**src/rtl/minialu_exec_stage.sv**
```systemverilog
// MiniAlu execute stage: captures one decoded instruction per clock, forwards the
// last write-back, executes it, and drives RAM write-back, LED and fetch redirect.
module minialu_exec_stage #(
  parameter int DATA_W    = 16,
  parameter int IP_W      = 16,
  parameter int REG_AW    = 8,
  parameter int RAS_DEPTH = 4,
  parameter int LED_W     = 8
) (
  input  logic                             Clock,
  input  logic                             Reset,
  input  logic                             iValid,
  input  logic [3:0]                       iOperation,
  input  logic [REG_AW-1:0]                iDestination,
  input  logic [REG_AW-1:0]                iSourceAddr0,
  input  logic [REG_AW-1:0]                iSourceAddr1,
  input  logic [IP_W-1:0]                  iReturnIP,
  input  logic [DATA_W-1:0]                iSourceData0_RAM,
  input  logic [DATA_W-1:0]                iSourceData1_RAM,
  output logic                             oWriteEnable,
  output logic [REG_AW-1:0]                oWriteAddress,
  output logic [DATA_W-1:0]                oWriteData,
  output logic                             oBranchTaken,
  output logic [IP_W-1:0]                  oBranchTarget,
  output logic [LED_W-1:0]                 oLed,
  output logic [$clog2(RAS_DEPTH+1)-1:0]   oStackDepth,
  output logic                             oStackOverflow,
  output logic                             oStackUnderflow
);

  localparam int SP_W    = (RAS_DEPTH > 1) ? $clog2(RAS_DEPTH) : 1;
  localparam int DEPTH_W = $clog2(RAS_DEPTH + 1);

  localparam logic [3:0] OP_NOP  = 4'h0;
  localparam logic [3:0] OP_ADD  = 4'h1;
  localparam logic [3:0] OP_SUB  = 4'h2;
  localparam logic [3:0] OP_AND  = 4'h3;
  localparam logic [3:0] OP_OR   = 4'h4;
  localparam logic [3:0] OP_XOR  = 4'h5;
  localparam logic [3:0] OP_BLE  = 4'h6;
  localparam logic [3:0] OP_LED  = 4'h7;
  localparam logic [3:0] OP_CALL = 4'h8;
  localparam logic [3:0] OP_RET  = 4'h9;
  localparam logic [3:0] OP_JMP  = 4'hA;
  localparam logic [3:0] OP_STO  = 4'hC;

  logic              r_valid;
  logic [3:0]        r_op;
  logic [REG_AW-1:0] r_dst;
  logic [REG_AW-1:0] r_a0;
  logic [REG_AW-1:0] r_a1;
  logic [IP_W-1:0]   r_ret_ip;
  logic              r_squash;

  logic              r_prev_valid;
  logic [REG_AW-1:0] r_prev_addr;
  logic [DATA_W-1:0] r_prev_data;

  logic [IP_W-1:0]    r_ras [RAS_DEPTH];
  logic [SP_W-1:0]    r_sp;
  logic [DEPTH_W-1:0] r_depth;
  logic               r_ovf;
  logic               r_unf;
  logic [LED_W-1:0]   r_led;

  logic              w_active;
  logic              w_fwd0;
  logic              w_fwd1;
  logic [DATA_W-1:0] w_s0;
  logic [DATA_W-1:0] w_s1;
  logic [DATA_W-1:0] w_result;
  logic              w_writes;
  logic              w_cond;
  logic              w_we;
  logic              w_branch;
  logic              w_push;
  logic              w_pop;
  logic              w_full;
  logic              w_empty;
  logic [SP_W-1:0]   w_sp_inc;
  logic [SP_W-1:0]   w_sp_dec;
  logic [IP_W-1:0]   w_top;
  logic [IP_W-1:0]   w_target;

  always_ff @(posedge Clock or negedge Reset) begin
    if (!Reset) begin
      r_valid  <= 1'b0;
      r_op     <= OP_NOP;
      r_dst    <= '0;
      r_a0     <= '0;
      r_a1     <= '0;
      r_ret_ip <= '0;
    end else begin
      r_valid  <= iValid;
      r_op     <= iOperation;
      r_dst    <= iDestination;
      r_a0     <= iSourceAddr0;
      r_a1     <= iSourceAddr1;
      r_ret_ip <= iReturnIP;
    end
  end

  assign w_active = r_valid && !r_squash;

  // STO's address fields are an immediate, so they must never pick up forwarded data.
  assign w_fwd0 = r_prev_valid && (r_prev_addr == r_a0) && (r_op != OP_STO);
  assign w_fwd1 = r_prev_valid && (r_prev_addr == r_a1) && (r_op != OP_STO);
  assign w_s0   = w_fwd0 ? r_prev_data : iSourceData0_RAM;
  assign w_s1   = w_fwd1 ? r_prev_data : iSourceData1_RAM;

  always_comb begin
    w_result = '0;
    w_writes = 1'b0;
    w_cond   = 1'b0;
    case (r_op)
      OP_ADD: begin
        w_result = w_s1 + w_s0;
        w_writes = 1'b1;
      end
      OP_SUB: begin
        w_result = w_s1 - w_s0;
        w_writes = 1'b1;
      end
      OP_AND: begin
        w_result = w_s1 & w_s0;
        w_writes = 1'b1;
      end
      OP_OR: begin
        w_result = w_s1 | w_s0;
        w_writes = 1'b1;
      end
      OP_XOR: begin
        w_result = w_s1 ^ w_s0;
        w_writes = 1'b1;
      end
      OP_STO: begin
        w_result = DATA_W'({r_a1, r_a0});
        w_writes = 1'b1;
      end
      OP_BLE:                   w_cond = (w_s1 <= w_s0);
      OP_JMP, OP_CALL, OP_RET:  w_cond = 1'b1;
      default: begin
        w_result = '0;
        w_writes = 1'b0;
        w_cond   = 1'b0;
      end
    endcase
  end

  assign w_we     = w_active && w_writes;
  assign w_branch = w_active && w_cond;
  assign w_push   = w_active && (r_op == OP_CALL);
  assign w_pop    = w_active && (r_op == OP_RET);

  // Circular return stack: r_sp is the next free slot, the top lives one below it.
  assign w_full   = (r_depth == DEPTH_W'(RAS_DEPTH));
  assign w_empty  = (r_depth == '0);
  assign w_sp_inc = (r_sp == SP_W'(RAS_DEPTH - 1)) ? '0 : r_sp + 1'b1;
  assign w_sp_dec = (r_sp == '0) ? SP_W'(RAS_DEPTH - 1) : r_sp - 1'b1;
  assign w_top    = r_ras[w_sp_dec];

  always_comb begin
    w_target = IP_W'(r_dst);
    if (r_op == OP_RET) begin
      w_target = w_empty ? '0 : w_top;
    end
  end

  always_ff @(posedge Clock or negedge Reset) begin
    if (!Reset) begin
      r_squash <= 1'b0;
    end else begin
      r_squash <= w_branch;
    end
  end

  always_ff @(posedge Clock or negedge Reset) begin
    if (!Reset) begin
      r_prev_valid <= 1'b0;
      r_prev_addr  <= '0;
      r_prev_data  <= '0;
    end else if (w_we) begin
      r_prev_valid <= 1'b1;
      r_prev_addr  <= r_dst;
      r_prev_data  <= w_result;
    end
  end

  always_ff @(posedge Clock or negedge Reset) begin
    if (!Reset) begin
      for (int i = 0; i < RAS_DEPTH; i++) begin
        r_ras[i] <= '0;
      end
      r_sp    <= '0;
      r_depth <= '0;
      r_ovf   <= 1'b0;
      r_unf   <= 1'b0;
    end else if (w_push) begin
      r_ras[r_sp] <= r_ret_ip;
      r_sp        <= w_sp_inc;
      if (w_full) begin
        r_ovf <= 1'b1;
      end else begin
        r_depth <= r_depth + 1'b1;
      end
    end else if (w_pop) begin
      if (w_empty) begin
        r_unf <= 1'b1;
      end else begin
        r_sp    <= w_sp_dec;
        r_depth <= r_depth - 1'b1;
      end
    end
  end

  always_ff @(posedge Clock or negedge Reset) begin
    if (!Reset) begin
      r_led <= '0;
    end else if (w_active && (r_op == OP_LED)) begin
      r_led <= w_s1[LED_W-1:0];
    end
  end

  assign oWriteEnable    = w_we;
  assign oWriteAddress   = r_dst;
  assign oWriteData      = w_result;
  assign oBranchTaken    = w_branch;
  assign oBranchTarget   = w_branch ? w_target : '0;
  assign oLed            = r_led;
  assign oStackDepth     = r_depth;
  assign oStackOverflow  = r_ovf;
  assign oStackUnderflow = r_unf;

endmodule

```
**config.mk**
```make
export PLATFORM = sky130hd
export DESIGN_NAME = minialu_exec_stage
export DESIGN_NICKNAME = d
export VERILOG_FILES = /design/src/rtl/minialu_exec_stage.sv
export SDC_FILE = /design/constraint.sdc
export NUM_CORES = 1
export LEC_CHECK = 0
export BUFFER_PORTS_ARGS = -buffer_cell sky130_fd_sc_hd__buf_4
export CAP_MARGIN = 20
export CORE_MARGIN = 2
export CORE_UTILIZATION = 30
export DETAILED_ROUTE_END_ITERATION = 6
export GPL_TIMING_DRIVEN = 0
export MAX_ROUTING_LAYER = met4
export PLACE_DENSITY = 0.5
export SLEW_MARGIN = 20
export SYNTH_ARGS = -nofsm -noshare
export SYNTH_HDL_FRONTEND = slang
export SYNTH_SLANG_ARGS = --single-unit
export TNS_END_PERCENT = 1
```
**constraint.sdc**
```tcl
create_clock -name Clock -period 5.5 [get_ports Clock]
set_input_delay 1.1 -clock Clock [delete_from_list [all_inputs] [get_ports Clock]]
set_output_delay 1.1 -clock Clock [all_outputs]
set_load 0.01 [all_outputs]
```
# [Word level (Yosys, flattened, before mapping)]
# Cells that the tools add are included.
[classes] add_sub_neg=6 magnitude_cmp=4 shifts=0 mul=0 n_reduce_logical=21 eq_ne=18 muxes=23 div=0 bitwise=6
[ops] operator="$mux W16" count=8
[ops] operator="$pmux W16 S6" count=1
[ops] operator="$bwmux W64" count=1
[ops] operator="$bmux W16 S2" count=1
[ops] operator="$demux W16 S2" count=1
[ops] operator="$add A16 B16 Y16" count=1
[ops] operator="$and A16 B16 Y16" count=1
[ops] operator="$eq A4 B3 Y1 const B" count=4
[ops] operator="$eq A4 B4 Y1 const B" count=4
[ops] operator="$eq A8 B8 Y1" count=2
[ops] operator="$le A16 B16 Y1" count=1
[ops] operator="$or A16 B16 Y16" count=1
[ops] operator="$sub A16 B16 Y16" count=1
[ops] operator="$xor A16 B16 Y16" count=1
[ops] operator="$mux W3" count=4
[ops] operator="$logic_and A1 B1 Y1" count=11
[ops] operator="$mux W2" count=5
[ops] operator="$eq A4 B2 Y1 const B" count=2
[ops] operator="$ge A3 B3 Y1 const B" count=2
[ops] operator="$not A2 Y3" count=2
[ops] operator="$reduce_and A3 Y1" count=2
[ops] operator="$reduce_or A6 Y1" count=1
[ops] operator="$eq A4 B1 Y1 const B" count=1
[ops] operator="$ne A2 B2 Y1 const B" count=2
[ops] operator="other kinds (17)" count=18
[word_totals] output_inout_bits=55 register_bits=150 inputBits=79 latch_bits=0 n_memories=0 mem_bits_ro=0 word_cells=97 ram_bits=0

# [Depth between registers and ports, before layout]
[logic_depth] depth_word=9 mapped_depth=18 ltp_nobuf=16

# [Least setup slack after synthesis]
# Ideal clock, no wire load.
[synth_path] path_kind="reg-to-output" start="reg r_op[2]" end="out oBranchTarget[0]" arrival_time_ps=3960 path_slack_ps=440 required_ps=4400 stages_incl_launch_ff=18 n_path_buf=3 cell_sequence="dfrtp_1 buf_2 and3_1 buf_2 nand2b_4 nor3_4 buf_4 mux2i_1 ha_1 inv_1 fa_1 nand2b_4 a221o_1 a21oi_2 a311o_2 a2111oi_4 o21ai_2 nor2_1"
[synth_via] elab_chain_cells=7 word_cells_on_any_way=15 cone_classes="order compare: 1; eq/ne: 5; mux: 5; reduce/logical: 4"
[synth_lines] element="from (decl)" line_no="48" source="logic [3:0] r_op;"
[synth_lines] element="from (signal assigned)" line_no="95" source="r_op <= iOperation;"
[synth_lines] element="$ne A4 B4 Y1" line_no="106, 107"
[synth_lines] element="$logic_and A1 B1 Y1, on equally long branches" line_no="107, 106"
[synth_lines] element="$mux W16, on equally long branches" line_no="109, 108"
[synth_lines] element="$le A16 B16 Y1" line_no="140" source="OP_BLE: w_cond = (w_s1 <= w_s0);"
[synth_lines] element="$pmux W1 S2" line_no="115" source="case (r_op)"
[synth_lines] element="$logic_and A1 B1 Y1" line_no="151" source="assign w_branch = w_active && w_cond;"
[synth_lines] element="$mux W16 *" line_no="228" source="assign oBranchTarget = w_branch ? w_target : '0;"
[synth_lines] element="to (decl)" line_no="24" source="output logic [IP_W-1:0] oBranchTarget,"
# Mark *: on every way between the ends. The rest lies on a longest branch, timed or not.

# [Worst setup path in the final report]
[layout_path] start="reg r_op[1]" end="out oBranchTarget[0]"
# The elaborated chain is that of the path after synthesis.

==> flow_summary_export.csv <==
group,metric,value,unit
status,status,"finished, final reports clean",
sta,tns,0,ns
run,drv_cap,0,
worst_setup_path,worst_path_max_delay_cell,"fa_2",
synth,syn-num-nets,1009,
drt,wl_met1,12.79,mm
clock_network,cts_num_sinks,150,
worst_setup_path,critical_path_required,4.40,ns
cells_and_area,area_delta_synth_final,28.92,%
floorplan,die_h,178.4,µm
sta,worst_slew_pin_slew,0.8553,ns
worst_setup_path,cp-end-kind,"output port",
synth,synthArstFlopShare,1.000,
worst_setup_path,cpPeakStageDelay,0.41,ns
floorplan,fp.coreArea,0.02980,mm²
clock_network,htreeDepth,4,
synth,synth-edff-count,0,
synth,ys_ff_latch,150,
synth,synth_cell_types,81,
worst_setup_path,cp.arrival,4.38,ns
synth,muxShareOfSynthArea,0.1712,
min_path,hold_class,"reg -> reg",
drt,routed_wl,29.50,mm
cells_and_area,fin_area,0.01176,mm²
synth,synth_top_family_by_area,"multiplexers",
sta,slew_headroom,0.4267,
cells_and_area,drive_above_1_share,0.3709,
clock_network,clkLatencyLatePin,0.44,ns
drt,drt_iter0_drc,409,
placed_design,placed_area,0.01066,mm²
floorplan,die_area,0.03181,mm²
synth,synth_area_leader_cell,"dfrtp_1",
placed_design,hpwl,21.28,mm
drt,vias,7376,
clock_network,cts-buffers-inserted,17,
worst_setup_path,path_cells,"nor2_2 > and3_1 > buf_6 > nand2b_4 > nor3_4 > buf_6 > buf_12 > mux2i_4 > ha_2 > inv_2 > fa_2 > nand2b_4 > a221o_1 > a21oi_4 > a311o_2 > a2111oi_4 > buf_4 > buf_12 > o21ai_4 > nor2_1 > buf_4",
synth,yosys.area_share.simple,0.1207,
worst_setup_path,critPathKind,"reg -> out",
clock_network,cts_tree,"built",
drt,wl_met2,14.50,mm
floorplan,dieWidth,178.4,µm
floorplan,row_count,63,
floorplan,io_pins,134,
placed_design,place.gp.congestion,0.8948,
min_path,whs_path_depth,2,
floorplan,start_util,0.3061,
cells_and_area,seqCellArea,0.003762,mm²
sta,finalMaxSlewViolations,0,
sta,min_period,5.475,ns
drt,highest_layer,"met4",
cells_and_area,multi_input_area,0.005223,mm²
sta,holdWs,0.4703,ns
sta,hold_violations,0,
synth,syn-cell-area,0.009121,mm²
clock_network,clock-root-buffer,"clkbuf_16",
drt,dr.pass1.iters,5,
global_routing,grt-ovfl-total,0,
synth,synthTopCellsByArea,"dfrtp_1 41%, mux2_2 12%, ha_1 7.7%",
drt,vias_per_cell,5.090,
global_routing,grt_pass1_vias,7488,
pwr,ir_drop,0.2248,mV
drt,met3_length,1.571,mm
synth,ys_seq_area_frac,0.4115,
placed_design,port_buffers,133,
synth,synth_adder_area_share,0.08340,
global_routing,grt_max_degree,95,
sta,fin_crit_sh,0.9955,
sta,rsz0062_at_grt,"yes",
worst_setup_path,crit_fanout,5,
synth,synth_xor_area_frac,0.02016,
pwr,power_density,321.9,mW/mm²
worst_setup_path,startpoint_type,"register",
synth,synth-compound-area-share,0.1481,
global_routing,antenna_found_initial,1,
synth,synth-main-ff-cell,"dfrtp_1",
synth,yosysTopAreaCellShare,0.4115,
synth,syn_avg_cell_area,10.47,µm²
clock_network,clk_path_buf_depth,2,
global_routing,grt.total_usage,0.1946,
synth,synthCells,871,
cells_and_area,final_nets,1183,
synth,ys_warn_count,0,
global_routing,grt_pass1_wl,44.59,mm
drt,ant_nets,0,
pwr,p_leak,5.444,nW
cells_and_area,num-fill-cells,2957,
sta,fmax,182.6,MHz
sta,skew,0.01851,ns
drt,wire_per_inst,20.36,µm
sta,setup_viol,0,
clock_network,clkTransAtPathRegs,0.07,ns
worst_setup_path,r2r_cells,19,
drt,drc,0,
-- synthesized netlist by cell type (8+ instances only) --
| cell | instances |
|---|---|
| nand4_1 | 9 |
| o211ai_1 | 8 |
| nand2_1 | 72 |
| mux2i_1 | 12 |
| ha_1 | 56 |
| a211o_1 | 8 |
| dfrtp_1 | 150 |
| mux2_2 | 96 |
| a31oi_1 | 10 |
| and3_1 | 13 |
| nor2b_1 | 11 |
| clkbuf_1 | 16 |
| inv_1 | 55 |
| a221oi_1 | 8 |
| nor2_1 | 66 |
| mux4_2 | 16 |
| a21oi_1 | 54 |
| buf_2 | 18 |
| xnor2_1 | 20 |
| a22oi_1 | 10 |
| o21ai_0 | 36 |
-- final cells by class --
class                   instances  share of cell area
well taps                     390             0.04150
flip-flops and latches        150              0.3200
diodes                          2           0.0004256
clock buffers                  20             0.03969
multi-input cells             625              0.4441
inverters                      55             0.01756
clock inverters                11             0.01170
repair buffers                156              0.1064
plain buffers                  40             0.01862
-- stage by stage --
stage / power, mW / utilization / setup slack (ns) / std cells
global placement: 2.520 / 0.3560 / -0.7087 / 1394
CTS: 3.811 / 0.3916 / -0.004736 / 1447
detailed placement: 2.544 / 0.3578 / -0.6558 / 1396
floorplan: 2.168 / - / 0.4399 / 871
finish: 3.786 / 0.3946 / 0.02491 / 1449
global route: 4.000 / 0.3946 / -0.1870 / 1448
-- layer usage --
metal  global-route usage  up-vias
met5                    -        -
met4              0.06402        0
met3              0.03517       38
met2               0.3187      214
met1               0.2433     3645
li1                     -     3479
-- cell families (layout without fill, tap and decap cells) --
family / count (synthesis) / after routing
XOR/XNOR: 21 / 21
buffers and inverters: 97 / 282
adder cells (fa/ha/maj): 59 / 59
other: 0 / 2
multiplexers: 124 / 124
flip-flops: 150 / 150
AO/OA/AOI/OAI: 197 / 198
AND/OR/NAND/NOR: 223 / 223
-- layout by cell type (no fill, tap or decap), types with 13 or more instances in the layout --
cell	n
clkbuf_1	13
o21ai_0	36
mux4_2	16
buf_2	15
ha_1	54
dfrtp_1	143
and3_1	13
nand2_1	71
inv_1	53
nor2_1	61
mux2_2	96
clkbuf_16	17
xnor2_1	16
a21oi_1	52
buf_4	150
-- repair_timing --
| action | in CTS | in global routing |
|---|---|---|
| endpoints found under the hold margin | 0 | 0 |
| hold buffers | 0 | 0 |
| setup buffers | 20 | 0 |
| setup endpoints to repair | 23 | 18 |
| cloned | 3 | 0 |
| pin swaps | 17 | 3 |
| resized for setup | 50 | 22 |
-- sequential cells by signal, summed over array words and instances (netlist names), 8 cells and up --
register       count
r_prev_addr        8
oLed               8
r_ret_ip          16
r_prev_data       16
r_a0               8
r_ras             64
oWriteAddress      8
r_a1               8
-- worst max-delay path, delay by kind of cell (launching register included) --
family	cells	cell delay [ns]
AND/OR/NAND/NOR	6	0.69
AO/OA/AOI/OAI	5	1.07
multiplexers	1	0.24
buffers and inverters	7	0.90
adder cells (fa/ha/maj)	2	0.62
flip-flops	1	0.37
-- path summary, 6_finish.rpt --
path	endpoint	slack, ns	from
min reg2reg	oStackOverflow	0.47	oStackOverflow
max reg2reg	r_prev_data[12]	1.46	r_op[1]
min in group asynchronous	r_prev_data[10]	0.59	Reset
min	oStackOverflow	0.47	oStackOverflow
max	oBranchTarget[0]	0.02	r_op[1]
max in group asynchronous	r_a0[7]	4.03	Reset
-- power breakdown --
group	internal [mW]	total, mW	switching, mW
registers	1.33	1.49	0.164
clock network	0.712	1.22	0.512
logic	0.549	1.07	0.522
Power figures use the tool's default switching activity.
